--- src/rtl/multi_digit_counter_display_if.sv ---
// Control/status bundle for the multi-digit counter: count controls in, count and
// multiplexed 7-segment drive out.
interface multi_digit_counter_display_if #(
  parameter int DIGITS = 4
);
  logic                  en;
  logic                  up;
  logic                  hex_mode;
  logic                  clr;
  logic                  load;
  logic [4*DIGITS-1:0]   load_val;
  logic                  blank_lz;
  logic [4*DIGITS-1:0]   q;
  logic                  Rc;
  logic [6:0]            segment;
  logic [DIGITS-1:0]     AN;

  modport master (
    output en, up, hex_mode, clr, load, load_val, blank_lz,
    input  q, Rc, segment, AN
  );

  modport slave (
    input  en, up, hex_mode, clr, load, load_val, blank_lz,
    output q, Rc, segment, AN
  );
endinterface

--- src/rtl/multi_digit_counter_display.sv ---
// N-digit BCD/hex up/down counter stepped by a prescaled tick, with a registered
// time-multiplexed active-low 7-segment driver and optional leading-zero blanking.

// One digit of the ripple chain. o_sat says whether this digit passes the carry
// (at max going up, at zero going down); o_d is the digit after a step with i_ci.
module mdcd_digit (
  input  logic       i_ci,
  input  logic       i_up,
  input  logic       i_hex,
  input  logic [3:0] i_d,
  output logic       o_sat,
  output logic [3:0] o_d
);
  logic       w_bcd_ovr;
  logic [3:0] w_max;

  // A digit above 9 left over from hex mode behaves like 9 in BCD
  assign w_bcd_ovr = !i_hex && (i_d > 4'h9);
  assign w_max     = i_hex ? 4'hF : 4'h9;
  assign o_sat     = i_up ? ((i_d == w_max) || w_bcd_ovr) : (i_d == 4'h0);

  always_comb begin
    o_d = i_d;
    if (i_ci) begin
      if (i_up)           o_d = o_sat ? 4'h0 : i_d + 4'h1;
      else if (o_sat)     o_d = w_max;
      else if (w_bcd_ovr) o_d = 4'h8;
      else                o_d = i_d - 4'h1;
    end
  end
endmodule

module multi_digit_counter_display #(
  parameter int DIGITS   = 4,
  parameter int TICK_DIV = 50000000,
  parameter int SCAN_DIV = 50000
) (
  input  logic                              clk,
  input  logic                              rst_n,
  multi_digit_counter_display_if.slave      bus
);
  localparam int PW = $clog2(TICK_DIV);
  localparam int SW = (SCAN_DIV > 1) ? $clog2(SCAN_DIV) : 1;
  localparam int IW = (DIGITS > 1) ? $clog2(DIGITS) : 1;

  localparam logic [PW-1:0] PRE_TC  = PW'(TICK_DIV - 1);
  localparam logic [SW-1:0] SCAN_TC = SW'(SCAN_DIV - 1);
  localparam logic [IW-1:0] IDX_TC  = IW'(DIGITS - 1);

  logic [DIGITS-1:0][3:0] r_q;
  logic [PW-1:0]          r_pre;
  logic [SW-1:0]          r_scan;
  logic [IW-1:0]          r_idx;
  logic                   r_rc;
  logic [DIGITS-1:0]      r_an;
  logic [6:0]             r_seg;

  logic                   w_tick;
  logic                   w_scan_tc;
  logic [DIGITS-1:0][3:0] w_step;
  logic [DIGITS-1:0][3:0] w_load;
  logic [DIGITS-1:0]      w_sat;
  logic [DIGITS:0]        w_ci;
  logic [DIGITS:0]        w_zabove;
  logic [3:0]             w_dig;
  logic                   w_blank;

  function automatic logic [6:0] f_seg(input logic [3:0] d);
    case (d)
      4'h0: f_seg = 7'h40;  4'h1: f_seg = 7'h79;
      4'h2: f_seg = 7'h24;  4'h3: f_seg = 7'h30;
      4'h4: f_seg = 7'h19;  4'h5: f_seg = 7'h12;
      4'h6: f_seg = 7'h02;  4'h7: f_seg = 7'h78;
      4'h8: f_seg = 7'h00;  4'h9: f_seg = 7'h10;
      4'hA: f_seg = 7'h08;  4'hB: f_seg = 7'h03;
      4'hC: f_seg = 7'h46;  4'hD: f_seg = 7'h21;
      4'hE: f_seg = 7'h06;  default: f_seg = 7'h0E;
    endcase
  endfunction

  assign w_tick    = (r_pre == PRE_TC);
  assign w_scan_tc = (r_scan == SCAN_TC);

  genvar g;
  generate
    for (g = 0; g < DIGITS; g++) begin : g_dig
      mdcd_digit u_dig (
        .i_ci  (w_ci[g]),
        .i_up  (bus.up),
        .i_hex (bus.hex_mode),
        .i_d   (r_q[g]),
        .o_sat (w_sat[g]),
        .o_d   (w_step[g])
      );
      assign w_load[g] = (!bus.hex_mode && (bus.load_val[4*g+3:4*g] > 4'h9))
                         ? 4'h0 : bus.load_val[4*g+3:4*g];
    end
  endgenerate

  // Carry into digit k is set when every lower digit saturates; the top carry is the wrap
  always_comb begin
    w_ci[0] = 1'b1;
    for (int k = 0; k < DIGITS; k++) w_ci[k+1] = w_ci[k] & w_sat[k];
  end

  always_comb begin
    w_zabove[DIGITS] = 1'b1;
    for (int k = DIGITS - 1; k >= 0; k--) w_zabove[k] = w_zabove[k+1] & (r_q[k] == 4'h0);
  end

  assign w_dig   = r_q[r_idx];
  assign w_blank = bus.blank_lz && (r_idx != '0) && w_zabove[r_idx];

  always_ff @(posedge clk or negedge rst_n) begin
    if (!rst_n) begin
      r_pre <= '0;
    end else begin
      r_pre <= w_tick ? '0 : r_pre + 1'b1;
    end
  end

  always_ff @(posedge clk or negedge rst_n) begin
    if (!rst_n) begin
      r_q  <= '0;
      r_rc <= 1'b0;
    end else begin
      r_rc <= 1'b0;
      if (bus.clr) begin
        r_q <= '0;
      end else if (bus.load) begin
        r_q <= w_load;
      end else if (w_tick && bus.en) begin
        r_q  <= w_step;
        r_rc <= w_ci[DIGITS];
      end
    end
  end

  always_ff @(posedge clk or negedge rst_n) begin
    if (!rst_n) begin
      r_scan <= '0;
      r_idx  <= '0;
    end else begin
      r_scan <= w_scan_tc ? '0 : r_scan + 1'b1;
      if (w_scan_tc) r_idx <= (r_idx == IDX_TC) ? '0 : r_idx + 1'b1;
    end
  end

  // Display registers sample the current count, so they trail q by one cycle
  always_ff @(posedge clk or negedge rst_n) begin
    if (!rst_n) begin
      r_an  <= '1;
      r_seg <= 7'h7F;
    end else begin
      r_an  <= ~(DIGITS'(1) << r_idx);
      r_seg <= w_blank ? 7'h7F : f_seg(w_dig);
    end
  end

  assign bus.q       = r_q;
  assign bus.Rc      = r_rc;
  assign bus.AN      = r_an;
  assign bus.segment = r_seg;
endmodule
--- src/flat_wrapper.sv ---
// flat-port wrapper written by rule: the top's interface ports become plain ports
module multi_digit_counter_display_flat 
#(
  parameter int DIGITS   = 4,
  parameter int TICK_DIV = 50000000,
  parameter int SCAN_DIV = 50000
)
  (clk, rst_n, bus_en, bus_up, bus_hex_mode, bus_clr, bus_load, bus_load_val, bus_blank_lz, bus_q, bus_Rc, bus_segment, bus_AN);
  multi_digit_counter_display_if #(.DIGITS(DIGITS)) bus_i ();
  input  logic clk;
  input  logic rst_n;
  input wire logic [$bits(bus_i.en)-1:0] bus_en;
  input wire logic [$bits(bus_i.up)-1:0] bus_up;
  input wire logic [$bits(bus_i.hex_mode)-1:0] bus_hex_mode;
  input wire logic [$bits(bus_i.clr)-1:0] bus_clr;
  input wire logic [$bits(bus_i.load)-1:0] bus_load;
  input wire logic [$bits(bus_i.load_val)-1:0] bus_load_val;
  input wire logic [$bits(bus_i.blank_lz)-1:0] bus_blank_lz;
  output wire logic [$bits(bus_i.q)-1:0] bus_q;
  output wire logic [$bits(bus_i.Rc)-1:0] bus_Rc;
  output wire logic [$bits(bus_i.segment)-1:0] bus_segment;
  output wire logic [$bits(bus_i.AN)-1:0] bus_AN;
  assign bus_i.en = bus_en;
  assign bus_i.up = bus_up;
  assign bus_i.hex_mode = bus_hex_mode;
  assign bus_i.clr = bus_clr;
  assign bus_i.load = bus_load;
  assign bus_i.load_val = bus_load_val;
  assign bus_i.blank_lz = bus_blank_lz;
  assign bus_q = bus_i.q;
  assign bus_Rc = bus_i.Rc;
  assign bus_segment = bus_i.segment;
  assign bus_AN = bus_i.AN;
  multi_digit_counter_display #(.DIGITS(DIGITS), .TICK_DIV(TICK_DIV), .SCAN_DIV(SCAN_DIV)) u_core (.clk(clk), .rst_n(rst_n), .bus(bus_i));
endmodule
--- config.mk ---
export PLATFORM = sky130hd
export DESIGN_NAME = multi_digit_counter_display_flat
export DESIGN_NICKNAME = d
export VERILOG_FILES = /design/src/rtl/multi_digit_counter_display_if.sv /design/src/rtl/multi_digit_counter_display.sv /design/src/flat_wrapper.sv
export SDC_FILE = /design/constraint.sdc
export NUM_CORES = 1
export LEC_CHECK = 0
export BUFFER_PORTS_ARGS = -buffer_cell sky130_fd_sc_hd__buf_2
export CAP_MARGIN = 20
export CORE_UTILIZATION = 54
export DETAILED_ROUTE_END_ITERATION = 6
export HOLD_SLACK_MARGIN = 0.05
export PLACE_DENSITY = 0.75
export SYNTH_ARGS = -nofsm -noshare
export SYNTH_HDL_FRONTEND = slang
export SYNTH_SLANG_ARGS = --single-unit
--- constraint.sdc ---
create_clock -name clk -period 2.3 [get_ports clk]
set_input_delay 0.23 -clock clk [delete_from_list [all_inputs] [get_ports clk]]
set_output_delay 0.23 -clock clk [all_outputs]
set_load 0.1 [all_outputs]
# Yosys cells after proc, flatten, opt, wreduce, memory -nomap -nowiden
# Memory sizes are Yosys's and may differ from the RTL's.
# Index checks and enable logic that the tools add are counted.
# W data, S select, Z words.
# totals
reg_bits	72
romBits	112
input_bits	24
memories	1
# mem_list
name	words	word_bits	read_ports	rd_ports_with_merged_regs	wr	line_no	source
(name not given)	16	7	1	0	0	multi_digit_counter_display.sv:69	case (d)
# op_classes
add_sub_neg	11
order_cmp	10
n_eq_ne	7
shift	1
mux	42
bitwise	7
n_reduce_logical	28
# ops
cell	count
$mux W4	24
$mux W16	4
$gt A4 B4 Y1 const B	8
$add A26 B1 Y26 const B	1
$eq A26 B26 Y1 const B	1
$mux W26	1
$add A16 B1 Y16 const B	1
$add A4 B1 Y4 const B	4
$eq A16 B16 Y1 const B	1
$eq A4 B4 Y1	4
$logic_not A4 Y1	4
$sub A4 B1 Y4 const B	4
$reduce_bool A3 Y1	4
$logic_and A1 B1 Y1	11
$bmux W4 S2	1
$mux W1	8
$mux W7	1
$and A1 B1 Y1	6
$reduce_and A2 Y1	3
$logic_or A1 B1 Y1	4
$lt A2 B4 Y1 const B	1
$not A4 Y4	1
$shl A1 B2 Y4 const A	1
$lt A2 B3 Y1 const B	1
other kinds (7)	7

# Logic depth before layout (Yosys ltp)
# depth
word_depth	10
ltp_mapped	10
depth_no_buf	8

# Modules after synthesis
# Synthesis repeated with hierarchy kept, for this count alone.
# unflattened
cells_unflattened	589
area_unflattened_um2	5316.3
# modules_own_cells
module	instances	cells_each	area_each_um2	seq_area_each_um2
multi_digit_counter_display	1	381	3870.0	1815.5
mdcd_digit	4	52	361.6	0.0

# Least setup slack after synthesis
# No wires, ideal clock.
# synth_timing
path_kind	reg2reg
startpoint	register u_core.r_q, in the netlist u_core.bus.q[0]
endpoint	register u_core.r_q, in the netlist u_core.bus.q[12]
arrival_time_ns	2.753
t_required_ns	2.213
path_slack_ns	-0.539
path_stages_with_launch	11
path_buffers	2
cell_sequence	dfrtp_1 > clkbuf_1 > inv_1 > ha_1 > or3b_2 > nor2_1 > a31o_2 > and4b_1 > buf_4 > or3_1 > o211ai_1
# synth_between
elab_chain_cells	8
elab_cells_between_ends	10
classes_between	order compare: 1; eq/ne: 1; mux: 1; bitwise: 2; reduce/logical: 5
# synth_rtl
element	line_no	source
start, declared	multi_digit_counter_display.sv:50	logic [DIGITS-1:0][3:0] r_q;
start signal, assigned	multi_digit_counter_display.sv:131	r_q <= w_load;
start signal, assigned	multi_digit_counter_display.sv:133	r_q <= w_step;
$gt A4 B4 Y1	multi_digit_counter_display.sv:18	assign w_bcd_ovr = !i_hex && (i_d > 4'h9);
$logic_and A1 B1 Y1	multi_digit_counter_display.sv:18	
$logic_or A1 B1 Y1	multi_digit_counter_display.sv:20	assign o_sat = i_up ? ((i_d == w_max) || w_bcd_ovr) : (i_d == 4'h0);
$mux W1 (*)	multi_digit_counter_display.sv:20	
$and A1 B1 Y1 (*) (2 in a row)	multi_digit_counter_display.sv:103	for (int k = 0; k < DIGITS; k++) w_ci[k+1] = w_ci[k] & w_sat[k];
$reduce_bool A3 Y1 (no source line) (*)	n/a	
$reduce_and A2 Y1 (no source line) (*)	n/a	
# Every way passes the cells marked *; elsewhere a longest branch is shown, timed or not.
# A chain may end at the register's enable or synchronous reset.

# Final worst setup path
# layout_timing
startpoint	register u_core.r_q, in the netlist u_core.bus.q[0]
endpoint	register u_core.r_q, in the netlist u_core.bus.q[14]
# The elaborated chain is that of the path after synthesis.

==> run summary <==
CTS
• built — clock tree from TritonCTS
• 2 — Max clock buf depth
• clkbuf_8 — cell at the root of the clock tree
• 0 — buffers inserted by post-CTS timing repair
• 3 — maximum level of the CTS H-tree
• 0.08 ns — Clock Pin Slew Worst Setup and Hold Paths
• 0.35 ns — Worst-Skew Late Latency
• 72 — Num Clock Sinks
• 9 — TritonCTS Buffers

Power and ir drop
• 0.328 mV — worst voltage drop across the vdd grid
• 2.50 nW — LEAKAGE
• 3.36 mW — Pwr Total
• 588 mW/mm² — P per Cell Area

Final layout
• 25.4% — share of final-layout standard cells stronger than drive strength 1
• 658 — Nets
• 0 — number of diodes
• 15.8% — Area growth syn-to-layout
• 0.00571 mm² — post-route cell area

Synthesis
• dfrtp_1 — top cell type by total area after synthesis
• 61 x dfrtp_1, 47 x nor2_1, 40 x nand2_1 — commonest cells in the netlist
• 549 — Post-Syn Instances
• 8.99 µm² — average cell area after synthesis
• 601 — total nets after synthesis
• 72 — synthesized flop and latch total
• 100% — Synth async-reset ratio
• dfrtp_1 — most frequent cell after synthesis
• 72 — post-synthesis cell type count
• 30.9% — share of the synthesized area in the top cell type
• 0 — number of enable-type register cells in the synthesized netlist
• 0 — Yosys warnings
• dfrtp_1 — Most used DFF post-synth
• 0.00493 mm² — netlist area before placement
• 36.8% — part of the Yosys area used for sequential elements
• dfrtp_1 31%, ha_1 7.1%, dfstp_2 5.9% — ranking of synthesized cells by area

Route
• 0 — remaining number of nets flagged by the antenna check after routing
• 11700 µm — drt total wl
• 0 — DRC violation count after routing
• 4 — number of search-and-repair iterations in the first detailed-routing pass
• 6.09 — average via count per standard cell
• 4377 — via count
• 204 — DRC violation total after the first TritonRoute iteration
• 16.2 µm — wire length per cell

Setup path
• 2.54 ns — endpoint required time on the critical path
• reg2reg — path type of the worst setup path
• u_core.bus.q[14]$_DFFE_PN0P_ — crit path to
• u_core.bus.q[0]$_DFFE_PN0P_ — critical path startpoint
• u_core.bus.q[14]$_DFFE_PN0P_ — FF-to-FF End
• 8 — R2R depth
• flip-flop — type of origin of the critical path
• u_core.bus.q[0]$_DFFE_PN0P_ — Crit Reg-Reg Startpoint
• 0.09 ns — setup slack on the worst flop-to-flop path
• 8 — Worst Path Max Fanout
• 2.45 ns — arrival time at the worst endpoint
• flip-flop — kind of end point of the critical path

Placed design
• 0.906 — final RePlAce weighted congestion
• 51 — port buffer count
• 8500 µm — final HPWL from detailed placement
• 0.0162 ns — Setup Slack @ Placement
• 0.00545 mm² — post-place instance area

GRT
• 0 — remaining global-route overflow
• 0 — number of antenna violations at the first check in global routing
• 4218 — number of global-route vias before repair
• 25.9% — Total GRT Usage
• 45 — maximum number of pins on one net before global-route repair
• 20000 µm — global-route wire length before repair

STA
• 2.21 ns — fin crit period
• 96.1% — final critical-path share of the clock period
• 0 — number of hold violations in the final report
• 0.00941 ns — final worst clock skew
• 53.7% — Rel. slew slack
• 0.694 ns — Least-Margin Pin Slew
• 0 — pins over their slew limit
• yes — unrepaired setup endpoints after global routing
• 0.452 GHz — highest attainable clock frequency
• 0 — # setup viols final
• 0.0896 ns — Final WS setup

Flow run
• 0 — max capacitance violation total

Die
• 0.00952 mm² — full die area
• 56.3% — starting density of the core
• 34 — number of standard-cell rows in the floorplan
• 97.6 µm — Die Span Y
• 97.6 µm — Die W
• 52 — IO Count
• 0.00876 mm² — Core Footprint

Worst hold path
• in2reg — class of the tightest hold or removal check

Outcome
• finished, final reports clean — status

==> final cells by class <==
| cell class | instances | area (µm²) |
|---|---|---|
| clock buffer | 10 | 138 |
| clock inverter | 6 | 90.1 |
| fill | 731 | 3050 |
| sequential | 72 | 1850 |
| multi-input combinational | 411 | 2910 |
| inverter | 38 | 145 |
| tap | 108 | 135 |
| timing repair buffer | 74 | 443 |
==> placed cells by master (no fill, tap or decap), types with 4 or more instances in the layout <==
cell type / instances
nand2_1: 40
and3_1: 7
xor2_1: 17
dfstp_2: 11
mux4_2: 4
o21ai_0: 29
buf_4: 21
o22ai_1: 7
o21bai_1: 8
dfrtp_4: 8
nor2_1: 46
inv_2: 4
buf_2: 51
nand3_1: 22
dfrtp_2: 6
dfrtp_1: 47
o211ai_1: 9
o221ai_1: 6
o21ba_2: 4
nand4_1: 13
nand2b_1: 9
inv_1: 32
a21oi_1: 27
clkbuf_8: 10
nor2b_1: 7
ha_1: 25
or3_1: 7
nor3_1: 12
xnor2_1: 18
mux2i_1: 10
==> report_power, final <==
part | switching [mW] | leakage [nW] | internal, mW | total [mW]
Clock | 0.501 | 0.113 | 0.646 | 1.15
Combinational | 0.602 | 1.48 | 0.245 | 0.847
Sequential | 0.0431 | 0.906 | 1.33 | 1.37
==> stage by stage <==
step                util (%)  std cells  setup TNS, ns  hold slack, ns
floorplan                  -        549         -0.120         -0.0656
global placement        62.1        702              0           0.312
detailed placement      62.1        702              0           0.316
CTS                     64.9        719              0           0.106
global route            65.2        719        -0.0208           0.126
finish                  65.2        719              0           0.122
==> worst min-delay path by stage <==
stage / endpoint / cells past startpoint / startpoint
2_1_floorplan: u_core.bus.Rc$_DFF_PN0_ / 0 / rst_n
3_3_place_gp: u_core.bus.q[2]$_DFFE_PN0P_ / 1 / rst_n
3_5_place_dp: u_core.bus.q[2]$_DFFE_PN0P_ / 1 / rst_n
4_1_cts: u_core.bus.q[9]$_DFFE_PN0P_ / 3 / bus_load_val[9]
5_1_grt: u_core.bus.q[10]$_DFFE_PN0P_ / 3 / bus_load_val[10]
6_report: u_core.bus.q[9]$_DFFE_PN0P_ / 3 / bus_load_val[9]
==> metal layers <==
metal,GRT usage (%),vias to the layer above,routed length (µm)
met3,3.96,25,561
met2,42.3,120,5670
li1,-,2089,-
met1,34.5,2143,5160
met4,10.2,0,272
met5,0,-,0
==> worst max-delay path, stage by stage, from the launching register on <==
cell and delay, ns:
dfrtp_4 0.51, inv_4 0.08, ha_2 0.20, or3b_4 0.42, nor2_4 0.12, a31o_2 0.16
and4b_2 0.34, o221ai_1 0.15, o311ai_1 0.12
==> what timing repair did <==
item                       4_1_cts  5_1_grt
hold endpoints to repair        28        0
setup endpoints to repair        1       16
pin swaps                        0        1
gates resized for setup          1       10
hold buffers                     1        0
==> state kept, by name, summed over array words and instances, names as in the netlist <==
register,flops
u_core.r_pre,26
u_core.r_scan,16
u_core.bus.Rc,1
u_core.bus.segment,7
u_core.bus.q,16
u_core.r_idx,2
u_core.bus.AN,4
==> logic make-up (layout without fill, tap and decap cells) <==
kind of cell	Yosys count	count (layout)	synth area share, %
AND/OR/NAND/NOR	200	200	22.1
AO/OA/AOI/OAI	133	133	18.1
flip-flops	72	72	36.8
buffers and inverters	66	128	5.60
XOR/XNOR	35	35	6.21
adder cells (fa/ha/maj)	28	28	7.10
multiplexers	15	15	4.08
Note: power is estimated with default switching activity, not from simulation.
